`config.mk`:
```
export PLATFORM = sky130hd
export DESIGN_NAME = handshake_slice
export DESIGN_NICKNAME = d
export VERILOG_FILES = /design/src/rtl/handshake_slice.sv
export SDC_FILE = /design/constraint.sdc
export NUM_CORES = 1
export LEC_CHECK = 0
export BUFFER_PORTS_ARGS = -buffer_cell sky130_fd_sc_hd__buf_4
export CELL_PAD_IN_SITES_DETAIL_PLACEMENT = 1
export CELL_PAD_IN_SITES_GLOBAL_PLACEMENT = 2
export CORE_MARGIN = 1
export CORE_UTILIZATION = 37
export DETAILED_ROUTE_END_ITERATION = 7
export GPL_TIMING_DRIVEN = 0
export PLACE_DENSITY = 0.8
export SETUP_SLACK_MARGIN = 0.4
export SKIP_CTS_REPAIR_TIMING = 1
export SLEW_MARGIN = 20
export SYNTH_ARGS = -nofsm -noshare
export SYNTH_HDL_FRONTEND = slang
export SYNTH_SLANG_ARGS = --single-unit
```
`constraint.sdc`:
```
create_clock -name clk -period 2.9 [get_ports clk]
set_input_delay 0 -clock clk [delete_from_list [all_inputs] [get_ports clk]]
set_output_delay 0 -clock clk [all_outputs]
set_load 0.1 [all_outputs]
```
`src/rtl/handshake_slice.sv`:
```
// Purpose     : valid/ready register slice; num_stages cascaded skid stages that cut both
//               the forward valid/data path and the backward ready path.
// Latency     : a word accepted at edge N into an empty slice shows out_valid after edge
//               N+num_stages-1 and can leave at edge N+num_stages; 1 word/clk sustained.
// Backpressure: holds up to 2*num_stages words; in_ready is registered per stage and
//               drops only when the first stage's skid register is occupied.
//
// Ports:
//   clk        rising-edge clock
//   reset      asynchronous, active-low (0 = in reset)
//   in_valid / in_ready / in_data     upstream side
//   out_valid / out_ready / out_data  downstream side
//   occupancy  words held in the slice (only with HANDSHAKE_SLICE_OCCUPANCY_EN defined)
//
// Optional feature macro: HANDSHAKE_SLICE_OCCUPANCY_EN
module handshake_slice #(
  parameter int                  num_bits    = 8,
  parameter int                  num_stages  = 1,
  parameter logic [num_bits-1:0] initial_val = '0
) (
  input  logic                clk,
  input  logic                reset,
  input  logic                in_valid,
  output logic                in_ready,
  input  logic [num_bits-1:0] in_data,
  output logic                out_valid,
  input  logic                out_ready,
  output logic [num_bits-1:0] out_data
`ifdef HANDSHAKE_SLICE_OCCUPANCY_EN
  ,
  output logic [$clog2(2*num_stages+1)-1:0] occupancy
`endif
);

  typedef enum logic [1:0] {
    EMPTY = 2'd0,
    ONE   = 2'd1,
    FULL  = 2'd2
  } state_t;

  // Holds in_ready low for the first edge after reset release so nothing is
  // accepted while the slice is still coming out of reset.
  logic ready_en;

  // Per-stage handshake wiring: stage k's out side drives stage k+1's in side.
  logic [num_stages-1:0] stg_in_vld;
  logic [num_stages-1:0] stg_out_rdy;
  logic [num_stages-1:0] stg_rdy;
  logic [num_stages-1:0] main_vld;
  logic [num_bits-1:0]   stg_in_dat [num_stages];
  logic [num_bits-1:0]   main_dat   [num_stages];

  always_ff @(posedge clk or negedge reset) begin
    if (!reset) begin
      ready_en <= 1'b0;
    end else begin
      ready_en <= 1'b1;
    end
  end

  assign in_ready  = stg_rdy[0] && ready_en;
  assign out_valid = main_vld[num_stages-1];
  assign out_data  = main_dat[num_stages-1];

  for (genvar k = 0; k < num_stages; k++) begin : g_stage
    state_t              state_q;
    state_t              state_d;
    logic [num_bits-1:0] main_dat_q;
    logic [num_bits-1:0] skid_dat_q;
    logic                in_xfer;
    logic                out_xfer;
    logic                load_main_in;
    logic                load_main_skid;
    logic                load_skid;

    if (k == 0) begin : g_head
      // ready_en gating keeps the first stage consistent with in_ready.
      assign stg_in_vld[k] = in_valid && ready_en;
      assign stg_in_dat[k] = in_data;
    end else begin : g_link
      assign stg_in_vld[k] = main_vld[k-1];
      assign stg_in_dat[k] = main_dat[k-1];
    end

    if (k == num_stages - 1) begin : g_tail
      assign stg_out_rdy[k] = out_ready;
    end else begin : g_mid
      assign stg_out_rdy[k] = stg_rdy[k+1];
    end

    // Ready comes only from this stage's own state register, so no ready
    // path spans more than one stage.
    assign stg_rdy[k]  = (state_q != FULL);
    assign main_vld[k] = (state_q != EMPTY);
    assign main_dat[k] = main_dat_q;

    assign in_xfer  = stg_in_vld[k] && stg_rdy[k];
    assign out_xfer = main_vld[k] && stg_out_rdy[k];

    always_comb begin
      state_d        = state_q;
      load_main_in   = 1'b0;
      load_main_skid = 1'b0;
      load_skid      = 1'b0;
      case (state_q)
        EMPTY: begin
          if (in_xfer) begin
            state_d      = ONE;
            load_main_in = 1'b1;
          end
        end
        ONE: begin
          if (in_xfer && out_xfer) begin
            // Pass-through at full rate: replace the departing word, no bubble.
            load_main_in = 1'b1;
          end else if (in_xfer) begin
            // Downstream stalled this cycle; park the new word in the skid reg.
            state_d   = FULL;
            load_skid = 1'b1;
          end else if (out_xfer) begin
            state_d = EMPTY;
          end
        end
        FULL: begin
          if (out_xfer) begin
            state_d        = ONE;
            load_main_skid = 1'b1;
          end
        end
        default: state_d = EMPTY;
      endcase
    end

    always_ff @(posedge clk or negedge reset) begin
      if (!reset) begin
        state_q <= EMPTY;
      end else begin
        state_q <= state_d;
      end
    end

    // Data regs keep stale contents when empty; only the valids qualify them.
    always_ff @(posedge clk or negedge reset) begin
      if (!reset) begin
        main_dat_q <= initial_val;
        skid_dat_q <= initial_val;
      end else begin
        if (load_main_in) begin
          main_dat_q <= stg_in_dat[k];
        end else if (load_main_skid) begin
          main_dat_q <= skid_dat_q;
        end
        if (load_skid) begin
          skid_dat_q <= stg_in_dat[k];
        end
      end
    end
  end

`ifdef HANDSHAKE_SLICE_OCCUPANCY_EN
  localparam int occ_w = $clog2(2*num_stages+1);

  logic [occ_w-1:0] occ_q;
  logic             occ_in_xfer;
  logic             occ_out_xfer;

  assign occ_in_xfer  = in_valid && in_ready;
  assign occ_out_xfer = out_valid && out_ready;

  always_ff @(posedge clk or negedge reset) begin
    if (!reset) begin
      occ_q <= '0;
    end else if (occ_in_xfer && !occ_out_xfer) begin
      occ_q <= occ_q + occ_w'(1);
    end else if (!occ_in_xfer && occ_out_xfer) begin
      occ_q <= occ_q - occ_w'(1);
    end
  end

  assign occupancy = occ_q;
`endif

endmodule

```
* Word level (Yosys, flattened, before mapping) *
Cells that the tools add are included.

cells by class
  eq/ne operators = 7
  muxes and demuxes = 15
  reduce and logical (&&, ||, !) cells = 9

operators by type and width
  kind                                                             count
  8-bit two-way mux                                                2
  2-bit two-way mux                                                5
  2-bit inequality test, second input constant                     4
  1-bit two-way mux                                                6
  2-bit case mux with 3 select lines                               1
  1-bit logical AND                                                5
  4-bit AND reduction                                              1
  2-bit nonzero test                                               2
  3-bit inequality test, second input constant                     1
  2-bit by 1-bit == test with 1-bit output, second input constant  1
  2-bit == test, second input constant                             1
  2-bit logical NOT                                                1
  1-bit case mux with 2 select lines                               1

word-level totals
  register bits after elaboration = 19
  output and inout port bits = 10

* Longest topological paths before layout *
Gate-level depths: netlist of the first run.

  depth in word-level cells = 6
  gate-level depth with buffers = 4
  gate-level depth less buffers = 3

* Worst setup path after synthesis of the first run *
Ideal clock, no wire load.

  kind = register to register
  start = register, netlist name out_data[0]
  end = register g_stage[0].main_dat_q[0], in the netlist out_data[0]
  data arrival time = 1.384 ns
  required time = 2.775 ns
  slack = 1.392 ns
  cell stages (with the launch flop) = 3
  buffers on the path = 0
  period minus slack after synthesis = 1.508 ns
  cells stage by stage = dfrtp_1 -> mux2_2 -> mux2_2

RTL lines
  item                  line  text
  end signal, assigned  145   main_dat_q <= initial_val;
  end signal, assigned  149   main_dat_q <= stg_in_dat[k];
  end signal, assigned  151   main_dat_q <= skid_dat_q;
  end, declared         68    logic [num_bits-1:0] main_dat_q;

* Worst setup path in the final report of the first run *
  start = input out_ready
  end = register g_stage[0].skid_dat_q[3]

between the ends
  cells in the longest elaborated chain, start to end = 4

ends and longest elaborated chain
  item                  line  text
  start, declared       27    input logic out_ready,
  1-bit logical AND     98    assign out_xfer = main_vld[k] && stg_out_rdy[k];
  1-bit logical AND     113   if (in_xfer && out_xfer) begin
  1-bit two-way mux     113
  1-bit two-way mux     105   case (state_q)
  end signal, assigned  146   skid_dat_q <= initial_val;
  end signal, assigned  154   skid_dat_q <= stg_in_dat[k];
  end, declared         69    logic [num_bits-1:0] skid_dat_q;

No other way between the ends.
A chain may end at the register's enable or synchronous reset.

==> results of run 1 <==
state kept, by name (all words and copies together), names as in the netlist:
| signal | count |
|---|---|
| out_data | 8 |
| g_stage.skid_dat_q | 8 |
| ready_en | 1 |
| g_stage.state_q | 2 |
metal layers:
metal  GRT usage, %  vias up  wire (µm)
li1               -      277          -
met1           16.2      293        663
met2           24.7       14        861
met3           2.08        5         50
met4           8.33        0         36
met5              0        -          0
how the worst max path moves through the flow:
stage	from	to	slack (ps)	depth (start not counted)
global route	g_stage[0].state_q[0]	g_stage[0].skid_dat_q[5]	1310	3
CTS	g_stage[0].state_q[0]	g_stage[0].skid_dat_q[3]	1380	3
global placement	g_stage[0].state_q[0]	g_stage[0].skid_dat_q[3]	1450	3
finish	out_ready	g_stage[0].skid_dat_q[3]	1420	5
floorplan	out_data[0]	out_data[0]	1390	2
detailed placement	g_stage[0].state_q[0]	g_stage[0].skid_dat_q[3]	1390	3
metrics by stage:
stage / hold WS, ps / setup slack [ps] / power, µW / utilization, % / instance area, µm²
finish: 118 / 1420 / 1010 / 53.8 / 1200
global route: 127 / 1310 / 1060 / 53.8 / 1200
CTS: -451 / 1380 / 1020 / 49.4 / 1100
detailed placement: -111 / 1390 / 881 / 48.1 / 1070
global placement: -112 / 1450 / 871 / 48.1 / 1070
floorplan: -296 / 1390 / 775 / - / 882
worst register-to-register path, cell delays in order (launching register included):
cell,delay [ps]
dfrtp_1,460
nand2b_4,100
nor3_4,430
mux2_2,390
cell type report:
cell class | count | share of cell area (%)
flip-flops and latches | 19 | 39.5
multi-input cells | 38 | 32.6
repair buffers | 31 | 21.4
well taps | 28 | 2.91
clock buffers | 3 | 1.87
plain buffers | 1 | 0.937
clock inverters | 1 | 0.416
inverters | 1 | 0.312
logic make-up after synthesis:
group / count (synthesis) / synth area share [%]
AO/OA/AOI/OAI: 3 / 2.13
buffers and inverters: 2 / 1.70
flip-flops: 19 / 53.9
multiplexers: 25 / 31.9
other: 1 / 0.425
AND/OR/NAND/NOR: 9 / 9.93
power breakdown:
part | internal (µW) | total (µW) | switching [µW]
logic | 161 | 496 | 336
clock network | 51.4 | 131 | 80.1
registers | 344 | 383 | 39.0
total | 556 | 1010 | 455
layout by cell type, fill, tap and decap left out:
master	n
a21oi_1	1
and2_1	1
and3b_1	1
buf_4	21
buf_6	1
clkbuf_4	3
clkinv_2	1
conb_1	1
dfrtp_1	19
dlygate4sd3_1	10
inv_1	1
mux2_2	25
nand2_1	1
nand2_2	1
nand2b_1	1
nand2b_4	1
nand3b_4	1
nor3_4	1
o21bai_1	1
o22ai_1	1
or2_2	1
==> run summary, run 1 <==
worst r2r path cells: 3
top-area cell type share of the netlist area: 53.9%
Layout Nets: 107
clock period minus worst slack: 1480 ps
Clock Latency Late Sink: 290 ps
crit-path cells: dlygate4sd3_1 > buf_4 > nand2b_4 > nor3_4 > mux2_2
Initial Util: 39.5%
Final Hold Fails: 0
Inserted Clock Buffers: 3
required time of the critical path: 3090 ps
Final setup violation count: 0
initial drt markers: 6
Max Fclk: 674 MHz
FFs w/ async S/R, synth: 100%
Synth Instances: 59
routed length per instance: 13.2 µm
clock root buffer: clkbuf_4
CTS tree: built
Post-synth EDFFs: 0
most frequent cell after synthesis: mux2_2
Reg2Reg Setup Slack: 1420 ps
vias in the first global route: 600
#FFs+latches synth: 19
sequential area share after synthesis: 53.9%
Die X: 50.8 µm
Worst path top cell family by delay: buffers and inverters
die area: 2580 µm²
Top Ports: 22
fill count: 242
Final GP Congestion: 0.693
Mapped Nets: 71
Rows: 17
r2r startpoint: g_stage[0].state_q[0]
RSZ-0062 raised after global routing: no
Global Route Usage Sum: 14.1%
H-tree depth: 1
global route total overflow: 0
Die Height: 50.8 µm
Inst Count DP: 108
proportion of layout cells with a drive suffix above 1: 59.6%
MaxCap Viol Count: 0
Sequential cell area: 475 µm²
Residual DRC: 0
Antenna diodes: 0
post-synth cell types: 17
setup_tns: 0 ps
crit path max-delay cell type: dlygate4sd3_1
vias per inst: 4.83
Main synth FF type: dfrtp_1
port buffer count: 21
leak pwr: 0.000560 µW
Area Overhead vs Synth: 36.3%
Max stage delay on crit path: 540 ps
via count: 589
period utilization: 51.2%
Clock Pin Slew Worst Setup and Hold Paths: 110 ps
Core ar.: 2230 µm²
largest cells by area after synthesis: dfrtp_1, mux2_2, nand3b_4
Pwr Density: 841 nW/µm²
Peak VDD IR: 0.482 mV
Post-Layout Cell Count: 122
DRT antenna net count: 0
Post-Route WL: 1.61 mm
drt first pass iters: 2
synthesized area: 882 µm²
outcome: finished clean
antenna violations before repair: 0
Buf+Inv Stages, Crit Path: 2
Setup Skew: 2.64 ps
Synth top cells by count: mux2_2, dfrtp_1
HP Class: in2async
first-pass GRT wire length: 2.59 mm
CP Max Fanout: 9
WS Path Type: in2reg
clock buffer depth: 2
CP endpoint kind: flip-flop
Avg Inst Size Synth: 15.0 µm²
clk sinks: 19
startpoint types: input pin
synth warn: 0
Multi-input gate area: 392 µm²
Slew Viols, Final: 0
post-synth top area cell: dfrtp_1
largest net degree at the start of global routing: 20
critical path arrival: 1680 ps
r2r endpoint: g_stage[0].skid_dat_q[3]
(Power assumes the default switching activity.)
==> run 2, diff against run 1 <==
Settings changed: CORE_UTILIZATION 37 to 31, PLACE_DENSITY 0.8 to 0.71.
Clock period 2.9 ns to 1.3 ns, I/O delays scaled along.
==> run summary, run 2 (synthesis gave the netlist of run 1 again) <==
outcome: complete, but fails checks
failing checks: negative setup slack
Clock Pin Slew Worst Setup and Hold Paths: 110 ps (about the same)
Max Fclk: 712 MHz
M1 GR Usage: 14.9% (-1.3 points)
Final Hold Fails: 0 (unchanged)
setup_tns: -802 ps (-802 ps)
Comb power frac: 53.4% (+4.3 points)
Rows: 18 (+1)
worst r2r path cells: 4 (+1)
most frequent cells in the layout: mux2_2, buf_4, dfrtp_1, dlygate4sd3_1
CTS tree: built
global routing's busiest layer: met2
CP endpoint kind: flip-flop
Residual DRC: 0 (unchanged)
Final setup violation count: 16 (+16)
via count: 605 (+2.7%)
proportion of layout cells with a drive suffix above 1: 72.4% (+13 points)
Clock Latency Late Sink: 300 ps (about the same)
fill count: 254 (+5.0%)
GR Util met3: 2.81% (+0.73 points)
die area: 3060 µm² (+19%)
critical path arrival: 1600 ps (-80 ps)
vias per inst: 4.73 (-2.1%)
clock root buffer: clkbuf_4
RSZ-0062 raised after global routing: yes
r2r startpoint: g_stage[0].state_q[1]
clock buffer depth: 2 (unchanged)
Die Height: 55.3 µm (+8.9%)
Die X: 55.3 µm (+8.9%)
Reg2Reg Setup Slack: -100 ps (-1520 ps)
CP Max Fanout: 8 (-1)
routed length per instance: 14.9 µm (+13%)
min-delay src: out_ready
Pwr Density: 1860 nW/µm² (+120%)
H-tree depth: 1 (unchanged)
global route total overflow: 0 (unchanged)
WHS Path Cells: 3
Total Power: 2640 µW (+160%)
Antenna diodes: 0 (unchanged)
Area Overhead vs Synth: 60.7%
HP Class: in2reg
clock power share: 11.7% (-1.3 points)
sequential power share: 34.9% (-3.0 points)
Core ar.: 2590 µm² (+16%)
Inserted Clock Buffers: 3 (unchanged)
Final GP Congestion: 0.695 (+0.29%)
Top Ports: 22 (unchanged)
port buffer count: 21 (unchanged)
Net Switching: 1100 µW (+140%)
Layout Nets: 111 (+3.7%)
Switching Fraction: 41.7% (-3.3 points)
WHS: 52.4 ps (-65.3 ps)
clk sinks: 19 (unchanged)
Peak VDD IR: 1.12 mV (+130%)
Initial Util: 34.1% (-5.4 points)
initial drt markers: 2 (-4)
MaxCap Viol Count: 0 (unchanged)
DRT antenna net count: 0 (unchanged)
startpoint types: flip-flop
first-pass GRT wire length: 2.73 mm (+5.1%)
vias in the first global route: 583 (-2.8%)
commonest non-fill, non-tap cell in the layout: mux2_2
leak pwr: 0.000647 µW (+15%)
largest net degree at the start of global routing: 20 (unchanged)
clock period minus worst slack: 1400 ps
Post-Layout Cell Count: 128 (+4.9%)
WS Path Type: reg2reg
drt first pass iters: 3 (+1)
period utilization: 108%
Slew Viols, Final: 0 (unchanged)
Setup Skew: 4.46 ps (+1.82 ps)
Worst Hold Path EP: g_stage[0].state_q[0]
detailed placer's ending HPWL: 1.15 mm
antenna violations before repair: 0 (unchanged)
Inst Count DP: 110 (+1.9%)
Final Worst Setup Slack: -104 ps (-1520 ps)
Internal: 1540 µW (+180%)
met2 usage: 19.3% (-5.4 points)
Global Route Usage Sum: 11.9% (-2.2 points)
required time of the critical path: 1490 ps (-1600 ps)
Post-Route WL: 1.91 mm (+19%)
r2r endpoint: out_data[4]
## run 2: cell count changes in the layout (fill, tap and decap cells not counted), moves of 2 or more
cell and delta:
dfrtp_1 -9, dfrtp_2 +9, buf_6 +2, mux2_4 +9
mux2_2 -9, buf_12 +9, buf_4 -8
## run 2: cell type report
class                      instances  area (µm²)  area share (%)
clock buffer                       4        26.3            1.85
buffer                             1        11.3           0.794
inverter                           1        3.75           0.265
sequential                        19         487            34.3
timing repair buffer              35         415            29.3
multi-input combinational         38         437            30.8
tap                               30        37.5            2.65
## run 2: power groups by stage
stage | combinational (µW) | clock (µW) | sequential (µW)
3_5_place_dp | 1100 | 0 | 884
3_3_place_gp | 1090 | 0 | 879
5_1_grt | 1470 | 351 | 947
4_1_cts | 1100 | 322 | 871
6_report | 1410 | 308 | 920
2_1_floorplan | 352 | 0 | 1400
## run 2: stage by stage
stage	worst slack, ps	instance area (µm²)	util [%]
3_3_place_gp	-164	1100	42.3
4_1_cts	-222	1120	43.3
6_report	-104	1420	54.7
3_5_place_dp	-211	1100	42.3
5_1_grt	-143	1420	54.7
2_1_floorplan	-4.67	901	-
## run 2: critical path, cell delays in order (launching register included)
cell and delay [ps]:
dfrtp_1 390, buf_6 140, nand3b_4 150, mux2_2 360
mux2_2 260
## run 2: how the worst max path moves through the flow
stage / slack (ps) / endpoint / cells past startpoint / start
after detailed placement: -210 / g_stage[0].skid_dat_q[3] / 3 / g_stage[0].state_q[0]
after global placement: -160 / g_stage[0].skid_dat_q[2] / 3 / g_stage[0].state_q[0]
after CTS: -220 / g_stage[0].skid_dat_q[3] / 3 / g_stage[0].state_q[0]
after global routing: -140 / out_data[4] / 3 / g_stage[0].state_q[0]
after floorplan: -5 / out_data[0] / 3 / g_stage[0].state_q[0]
final: -100 / out_data[4] / 4 / g_stage[0].state_q[1]
## run 2: layer usage
layer | vias up | share of wire, %
met2 | 14 | 50
met3 | 3 | 3.3
met5 | - | 0
met4 | 0 | 1.4
li1 | 284 | -
met1 | 304 | 45
